## src/rtl/three_operand_loader_if.sv

```systemverilog
// Handshake bundle between the operand source, the loader and the
// three-operand adder stage. The loader sits on the slave modport; the
// master modport is the environment's view of it.
interface three_operand_loader_if #(
    parameter int unsigned WIDTH = 16
);
    logic             in_valid;
    logic [WIDTH-1:0] in_data;
    logic             in_ready;
    logic [WIDTH-1:0] a_input;
    logic [WIDTH-1:0] b_input;
    logic [WIDTH-1:0] c_input;
    logic             op_valid;
    logic             op_ready;

    modport master (
        output in_valid,
        output in_data,
        output op_ready,
        input  in_ready,
        input  a_input,
        input  b_input,
        input  c_input,
        input  op_valid
    );

    modport slave (
        input  in_valid,
        input  in_data,
        input  op_ready,
        output in_ready,
        output a_input,
        output b_input,
        output c_input,
        output op_valid
    );
endinterface

```

## src/rtl/three_operand_loader.sv

```systemverilog
// Collects three consecutive upstream words into a_input/b_input/c_input and
// presents them as one triple to a downstream three-operand adder. A handoff
// and the first word of the next triple may share a cycle, so a continuous
// stream sustains one triple every three cycles.
module three_operand_loader #(
    parameter int unsigned WIDTH = 16
) (
    input  logic                  clk,
    input  logic                  reset,
    input  logic                  clear,
    three_operand_loader_if.slave bus,
    output logic [7:0]            triple_count
);

    typedef enum logic [1:0] {LoadA, LoadB, LoadC, Hold} state_t;

    state_t           state_q;
    logic [WIDTH-1:0] a_q;
    logic [WIDTH-1:0] b_q;
    logic [WIDTH-1:0] c_q;
    logic [7:0]       count_q;
    logic             accept;
    logic             handoff;

    // Handshake outputs depend only on registered state, clear and op_ready,
    // never on in_valid, so upstream cannot form a combinational loop.
    always_comb begin
        bus.op_valid = (state_q == Hold) && !clear;
        bus.in_ready = clear ? 1'b0 : ((state_q == Hold) ? bus.op_ready : 1'b1);
        accept       = bus.in_valid && bus.in_ready;
        handoff      = bus.op_valid && bus.op_ready;
        bus.a_input  = a_q;
        bus.b_input  = b_q;
        bus.c_input  = c_q;
        triple_count = count_q;
    end

    // Loader FSM: steps through the three operand slots, then holds the triple
    // until the adder takes it. clear aborts but keeps operand contents.
    always_ff @(posedge clk or posedge reset) begin
        if (reset) begin
            state_q <= LoadA;
            a_q     <= '0;
            b_q     <= '0;
            c_q     <= '0;
            count_q <= '0;
        end else if (clear) begin
            state_q <= LoadA;
        end else begin
            unique case (state_q)
                LoadA: begin
                    if (accept) begin
                        a_q     <= bus.in_data;
                        state_q <= LoadB;
                    end
                end
                LoadB: begin
                    if (accept) begin
                        b_q     <= bus.in_data;
                        state_q <= LoadC;
                    end
                end
                LoadC: begin
                    if (accept) begin
                        c_q     <= bus.in_data;
                        state_q <= Hold;
                    end
                end
                Hold: begin
                    if (handoff) begin
                        count_q <= count_q + 8'd1;
                        // A word accepted here starts the next triple directly.
                        if (accept) begin
                            a_q     <= bus.in_data;
                            state_q <= LoadB;
                        end else begin
                            state_q <= LoadA;
                        end
                    end
                end
                default: state_q <= LoadA;
            endcase
        end
    end

endmodule

```

## src/flat_wrapper.sv

```systemverilog
// flat-port wrapper written by rule: the top's interface ports become plain ports
module three_operand_loader_flat 
#(
    parameter int unsigned WIDTH = 16
)
  (clk, reset, clear, triple_count, bus_in_valid, bus_in_data, bus_op_ready, bus_in_ready, bus_a_input, bus_b_input, bus_c_input, bus_op_valid);
  three_operand_loader_if #(.WIDTH(WIDTH)) bus_i ();
  input  logic clk;
  input  logic reset;
  input  logic clear;
  output logic [7:0] triple_count;
  input wire logic [$bits(bus_i.in_valid)-1:0] bus_in_valid;
  input wire logic [$bits(bus_i.in_data)-1:0] bus_in_data;
  input wire logic [$bits(bus_i.op_ready)-1:0] bus_op_ready;
  output wire logic [$bits(bus_i.in_ready)-1:0] bus_in_ready;
  output wire logic [$bits(bus_i.a_input)-1:0] bus_a_input;
  output wire logic [$bits(bus_i.b_input)-1:0] bus_b_input;
  output wire logic [$bits(bus_i.c_input)-1:0] bus_c_input;
  output wire logic [$bits(bus_i.op_valid)-1:0] bus_op_valid;
  assign bus_i.in_valid = bus_in_valid;
  assign bus_i.in_data = bus_in_data;
  assign bus_i.op_ready = bus_op_ready;
  assign bus_in_ready = bus_i.in_ready;
  assign bus_a_input = bus_i.a_input;
  assign bus_b_input = bus_i.b_input;
  assign bus_c_input = bus_i.c_input;
  assign bus_op_valid = bus_i.op_valid;
  three_operand_loader #(.WIDTH(WIDTH)) u_core (.clk(clk), .reset(reset), .clear(clear), .bus(bus_i), .triple_count(triple_count));
endmodule
```

## config.mk

```make
export PLATFORM = sky130hd
export DESIGN_NAME = three_operand_loader_flat
export DESIGN_NICKNAME = d
export VERILOG_FILES = /design/src/rtl/three_operand_loader_if.sv /design/src/rtl/three_operand_loader.sv /design/src/flat_wrapper.sv
export SDC_FILE = /design/constraint.sdc
export NUM_CORES = 1
export LEC_CHECK = 0
export BUFFER_PORTS_ARGS = -buffer_cell sky130_fd_sc_hd__buf_2
export CORE_MARGIN = 5
export CORE_UTILIZATION = 50
export CTS_CLUSTER_DIAMETER = 150
export DETAILED_ROUTE_END_ITERATION = 7
export PLACE_DENSITY = 0.85
export RECOVER_POWER = 50
export SYNTH_ARGS = -nofsm -noshare
export SYNTH_HDL_FRONTEND = slang
export SYNTH_SLANG_ARGS = --single-unit
```

## constraint.sdc

```tcl
create_clock -name clk -period 2.2 [get_ports clk]
set_input_delay 0.44 -clock clk [delete_from_list [all_inputs] [get_ports clk]]
set_output_delay 0.44 -clock clk [all_outputs]
set_load 0.05 [all_outputs]
```

==> impl_metrics.csv, run 1 <==
group,metric,value,unit
final_layout,num-fill-cells,385,
route,wl_per_cell,15.4,um
global_routing,first_global_vias,1684,
sta,rsz0062_at_grt,"false",
floorplan,dieArea,6380,sq um
route,drtPass1Iterations,4,
sta,hold_viol_final,0,
sta,fin_tns_setup,0,ns
critical_path,worstReg2RegEnd,"u_core.bus.a_input[15]",
sta,post-route-min-period,2.01,ns
route,via_count,1540,
clock_tree,postCtsHoldBufs,0,
placed_design,placed_area,2910,sq um
final_layout,final_common_cell,"dfrtp_1",
floorplan,dieWidth,79.9,um
route,via_per_inst,4.89,
clock_tree,insertion_delay,0.32,ns
global_routing,grt_max_degree,26,
final_layout,nNetsFinal,269,
clock_tree,cts_tree,"yes",
sta,setup_slack,0.195,ns
floorplan,ios,79,
sta,relSlewSlack,28.5,%
critical_path,cp_slowest_cell,"dfrtp_1",
critical_path,critical-path-top-delay-family,"flip-flops",
sta,slew_viol_final,0,
critical_path,start_kind,"flip-flop",
route,highest_layer,"met4",
critical_path,reg2reg_depth,5,
final_layout,layout_common_cells,"dfrtp_1, buf_2, clkbuf_1",
floorplan,core.rowCount,25,
clock_tree,numCtsBuffers,9,
global_routing,grt_pass1_wl,8.08,mm
yosys,synth_seq_cells,58,
placed_design,place_hpwl,3.56,mm
sta,max_freq,499,MHz
critical_path,required,1.76,ns
yosys,yosys_warnings,0,
final_layout,fin_area,3070,sq um
final_layout,multi_input_area,950,sq um
run_status,outcome,"finished, final reports clean",
clock_tree,cts_sinks,58,
critical_path,crit_arrival,1.57,ns
final_layout,seqCellArea,1450,sq um
floorplan,start_util,51.7,%
critical_path,path_buf_inv,1,
clock_tree,cts_root_buf,"clkbuf_8",
placed_design,place.gp.congestion,0.799,
final_layout,area_growth,25.5,%
critical_path,crit_type,"reg2out",
clock_tree,cts-htree-levels,3,
clock_tree,cts_resized,0,
yosys,synthesis.area,2440,sq um
route,drt_iter0_markers,32,
route,antenna_left,0,
sta,setup_viol,0,
final_layout,drive_gt1_share,45.6,%
global_routing,grt_use_total,17.0,%
floorplan,dieHeight,79.9,um
clock_tree,postCtsSetupBuffers,0,
placed_design,io_buffer_count,78,
critical_path,cp_cell_sequence,"ha_1 -> nor2b_2 -> nor2_1 -> buf_2",
yosys,syn_area_per_cell,15.8,sq um
critical_path,r2r-start,"u_core.state_q[0]",
critical_path,cp_slowest_stage_delay,0.42,ns
route,routed-wl-met3,361,um
critical_path,end_kind,"primary output",
clock_tree,ctsLongestPathBuffers,2,
critical_path,path_max_fanout,5,
route,wl,4.85,mm
sta,finalClockSkew,0.00986,ns
sta,final.period_utilization,91.1,%
flow_run,maxCapViolations,0,
sta,max_slew.worst_pin.slew,1.07,ns
final_layout,num_antenna_cells,0,
global_routing,antenna_found_initial,0,
route,met1_length,2.10,mm
placed_design,dp_slack,0.375,ns
route,drc,0,
clock_tree,clk_pin_slew,0.07,ns
yosys,post_synth_inst_count,155,
min_path,hold_path_class,"in2async",
yosys,syn_nets,181,
critical_path,r2r_setup_slack,0.38,ns
yosys,synth_cell_types,28,
floorplan,core_area,4720,sq um
route,wl_met2,2.31,mm
global_routing,grt.overflow.total,0,
yosys,synth_seq_area_share,59.4,%
[cells in the mapped netlist]
| cell | number | area, sq um |
|---|---|---|
| nor2b_2 | 1 | 8.76 |
| nand2_1 | 6 | 22.5 |
| or3b_2 | 1 | 8.76 |
| and3_1 | 1 | 6.26 |
| mux2_1 | 10 | 113 |
| ha_1 | 5 | 62.6 |
| and2b_1 | 1 | 7.51 |
| a21oi_1 | 3 | 15.0 |
| o31ai_1 | 1 | 7.51 |
| nand2b_4 | 1 | 13.8 |
| mux2_2 | 19 | 214 |
| and4_1 | 1 | 8.76 |
| dfrtp_1 | 58 | 1450 |
| or4_1 | 1 | 7.51 |
| nand3_1 | 1 | 5.00 |
| mux2_4 | 20 | 300 |
| nor2_4 | 2 | 22.5 |
| xnor2_1 | 5 | 43.8 |
| mux2i_1 | 1 | 10.0 |
| o21ai_0 | 1 | 5.00 |
| nand4_1 | 1 | 6.26 |
| inv_1 | 3 | 11.3 |
| nor3_1 | 2 | 10.0 |
| nor2_1 | 3 | 11.3 |
| nand2_4 | 2 | 22.5 |
| buf_4 | 1 | 7.51 |
| xor2_1 | 2 | 17.5 |
| buf_6 | 2 | 22.5 |
[how the worst max path moves through the flow]
| stage | to | start | cells after the start | slack, ns |
|---|---|---|---|---|
| floorplan | bus_in_ready | u_core.state_q[1] | 3 | 0.30 |
| global placement | u_core.bus.a_input[13] | u_core.state_q[0] | 5 | 0.39 |
| detailed placement | u_core.bus.a_input[9] | u_core.state_q[0] | 5 | 0.38 |
| CTS | bus_in_ready | u_core.state_q[0] | 4 | 0.18 |
| global route | u_core.bus.a_input[2] | reset | 3 | 0.09 |
| finish | bus_in_ready | u_core.state_q[1] | 4 | 0.19 |
[metal layers]
metal | track usage (%) | up-vias
met5 | 0 | -
met4 | 8.78 | 0
met3 | 6.09 | 7
met2 | 26.8 | 62
met1 | 20.3 | 749
li1 | - | 722
[area by class of cell]
type,instances,share of cell area [%]
clock inverters,5,1.76
clock buffers,11,4.61
well taps,67,2.73
flip-flops and latches,58,47.3
inverters,3,0.367
multi-input cells,91,31.0
repair buffers,80,12.2
[per-stage QoR]
stage	hold WS [ns]	utilization [%]	std cells
2_1_floorplan	0.503	-	155
3_3_place_gp	0.459	61.7	299
3_5_place_dp	0.459	61.7	299
4_1_cts	0.126	65.8	315
5_1_grt	0.303	64.9	315
6_report	0.247	64.9	315
[flip-flops by register name (all words and copies together) (netlist names)]
name                 flops
u_core.bus.a_input      16
u_core.bus.b_input      16
u_core.bus.c_input      16
u_core.triple_count      8
u_core.state_q           2
[kinds of logic (layout without fill, tap and decap cells)]
group,count (synthesis),in the layout,synth area share (%)
AND/OR/NAND/NOR,24,24,6.61
adder cells (fa/ha/maj),5,5,2.56
XOR/XNOR,7,7,2.51
flip-flops,58,58,59.4
multiplexers,50,50,26.1
buffers and inverters,6,99,1.69
AO/OA/AOI/OAI,5,5,1.13
Power of run 1 is left out: the tool's default activity adds up to more than one toggle a clock period on the data nets, which glitch-free logic cannot reach.
==> run 2: changes to the inputs <==
==> constraint.sdc (replaced) <==
create_clock -name clk -period 1.9 [get_ports clk]
set_input_delay 0.38 -clock clk [delete_from_list [all_inputs] [get_ports clk]]
set_output_delay 0.38 -clock clk [all_outputs]
set_load 0.05 [all_outputs]
==> run 2 against run 1 <==
  * Worst setup slack got worse by 0.10 ns
  * Sequential share of layout area fell by 0.87 points
  * Via count rose by 1.9%
  * Critical endpoint is now bus_op_valid
  * Global-route usage rose by 0.14 points
  * Critical path type unchanged
  * Clock skew fell by 0.0039 ns
  * Critical path depth fell by 1
  * First-iteration DRC count rose by 47%
==> impl_metrics.csv, run 2 (synthesis gave the netlist of run 1 again) <==
group,metric,value,unit
run_status,outcome,"finished, final reports clean",
global_routing,grt.overflow.total,0,
route,antenna_left,0,
flow_run,maxCapViolations,0,
critical_path,r2r_setup_slack,0.22,ns
floorplan,core_area,4720,sq um
sta,fin_tns_setup,0,ns
sta,final.period_utilization,95.0,%
clock_tree,postCtsHoldBufs,0,
global_routing,grt_max_degree,19,
sta,relSlewSlack,37.1,%
route,via_per_inst,4.92,
final_layout,nNetsFinal,273,
route,drtPass1Iterations,4,
placed_design,place.gp.congestion,0.752,
final_layout,num_antenna_cells,0,
critical_path,path_max_fanout,4,
global_routing,first_global_vias,1773,
route,via_count,1569,
final_layout,drive_gt1_share,57.1,%
global_routing,grt_most_used_layer,"met2",
critical_path,end_kind,"primary output",
sta,max_slew.worst_pin.slew,0.944,ns
critical_path,start_kind,"flip-flop",
route,wl_per_cell,15.5,um
global_routing,grt_pass1_wl,8.32,mm
global_routing,grt_use_total,17.1,%
floorplan,core.rowCount,25,
final_layout,layout_common_cells,"buf_2, dfrtp_1, mux2_4",
critical_path,crit_start,"u_core.state_q[1]",
sta,finalClockSkew,0.00598,ns
critical_path,r2r-start,"u_core.state_q[0]",
critical_path,worstReg2RegEnd,"u_core.state_q[0]",
clock_tree,cts_root_buf,"clkbuf_8",
min_path,hold_path_class,"in2async",
sta,rsz0062_at_grt,"false",
clock_tree,numCtsBuffers,9,
route,drt_iter0_markers,47,
global_routing,met3_usage,5.08,%
floorplan,dieHeight,79.9,um
critical_path,required,1.52,ns
clock_tree,cts-htree-levels,3,
global_routing,use_met1,21.9,%
global_routing,groute.layer.met2.usage,26.9,%
clock_tree,cts_tree,"yes",
global_routing,antenna_found_initial,0,
final_layout,area_growth,27.9,%
critical_path,endpoint,"bus_op_valid",
sta,post-route-min-period,1.80,ns
sta,max_freq,554,MHz
clock_tree,clk_pin_slew,0.06,ns
critical_path,reg2reg_depth,6,
final_layout,final_common_cell,"buf_2",
clock_tree,ctsLongestPathBuffers,2,
floorplan,start_util,51.7,%
critical_path,crit_type,"reg2out",
floorplan,ios,79,
floorplan,dieArea,6380,sq um
floorplan,dieWidth,79.9,um
clock_tree,insertion_delay,0.32,ns
placed_design,place_hpwl,3.71,mm
clock_tree,cts_sinks,58,
route,drc,0,
critical_path,crit_arrival,1.42,ns
placed_design,io_buffer_count,78,
route,wl,4.96,mm
sta,slew_viol_final,0,
sta,setup_viol,0,
sta,hold_viol_final,0,
## run 2: cell count changes in the layout (fill, tap and decap cells not counted), sizes merged
cell / delta
dlymetal6s2s: -1
bufinv: -1
clkinv: +1
buf: +29
clkbuf: -24
## run 2: area by class of cell
cell class              instances  area, sq um
clock buffers                  11          151
clock inverters                 5         28.8
fillers                       339         1600
inverters                       3         11.3
multi-input cells              91          957
flip-flops and latches         58         1450
well taps                      67         83.8
repair buffers                 84          439
## run 2: worst min-delay path by stage
stage	slack, ns	cells past startpoint	from	to
floorplan	0.44	1	clear	u_core.state_q[1]
global placement	0.37	2	reset	u_core.triple_count[5]
detailed placement	0.39	2	reset	u_core.triple_count[7]
CTS	0.03	2	reset	u_core.triple_count[7]
global route	0.21	2	reset	u_core.triple_count[7]
finish	0.15	2	reset	u_core.triple_count[2]
## run 2: metrics by stage
step | hold slack [ns] | setup slack [ns] | cells | utilization [%] | area (sq um)
floorplan | 0.443 | 0.0593 | 155 | - | 2440
global placement | 0.373 | 0.212 | 301 | 62.0 | 2930
detailed placement | 0.388 | 0.132 | 301 | 62.0 | 2930
CTS | 0.0330 | 0.0256 | 317 | 66.0 | 3120
global route | 0.210 | 0.000778 | 319 | 66.1 | 3120
finish | 0.150 | 0.0951 | 319 | 66.1 | 3120
## run 2: worst max-delay path: stages (launching register included)
cell,delay [ns]
dfrtp_1,0.41
ha_2,0.24
and2b_1,0.18
buf_2,0.28
## run 2: repair_timing
action | CTS | global route
setup buffers | 0 | 2
cloned | 0 | 0
pin swaps | 0 | 0
endpoints found under the setup margin | 1 | 2
gates resized for setup | 2 | 1
## run 2: metal layers
metal / vias to the layer above / routed length, um
met3: 7 / 348
met4: 0 / 76
li1: 732 / -
met2: 61 / 2290
met5: - / 0
met1: 769 / 2240
Power of run 2 is left out for the same reason.
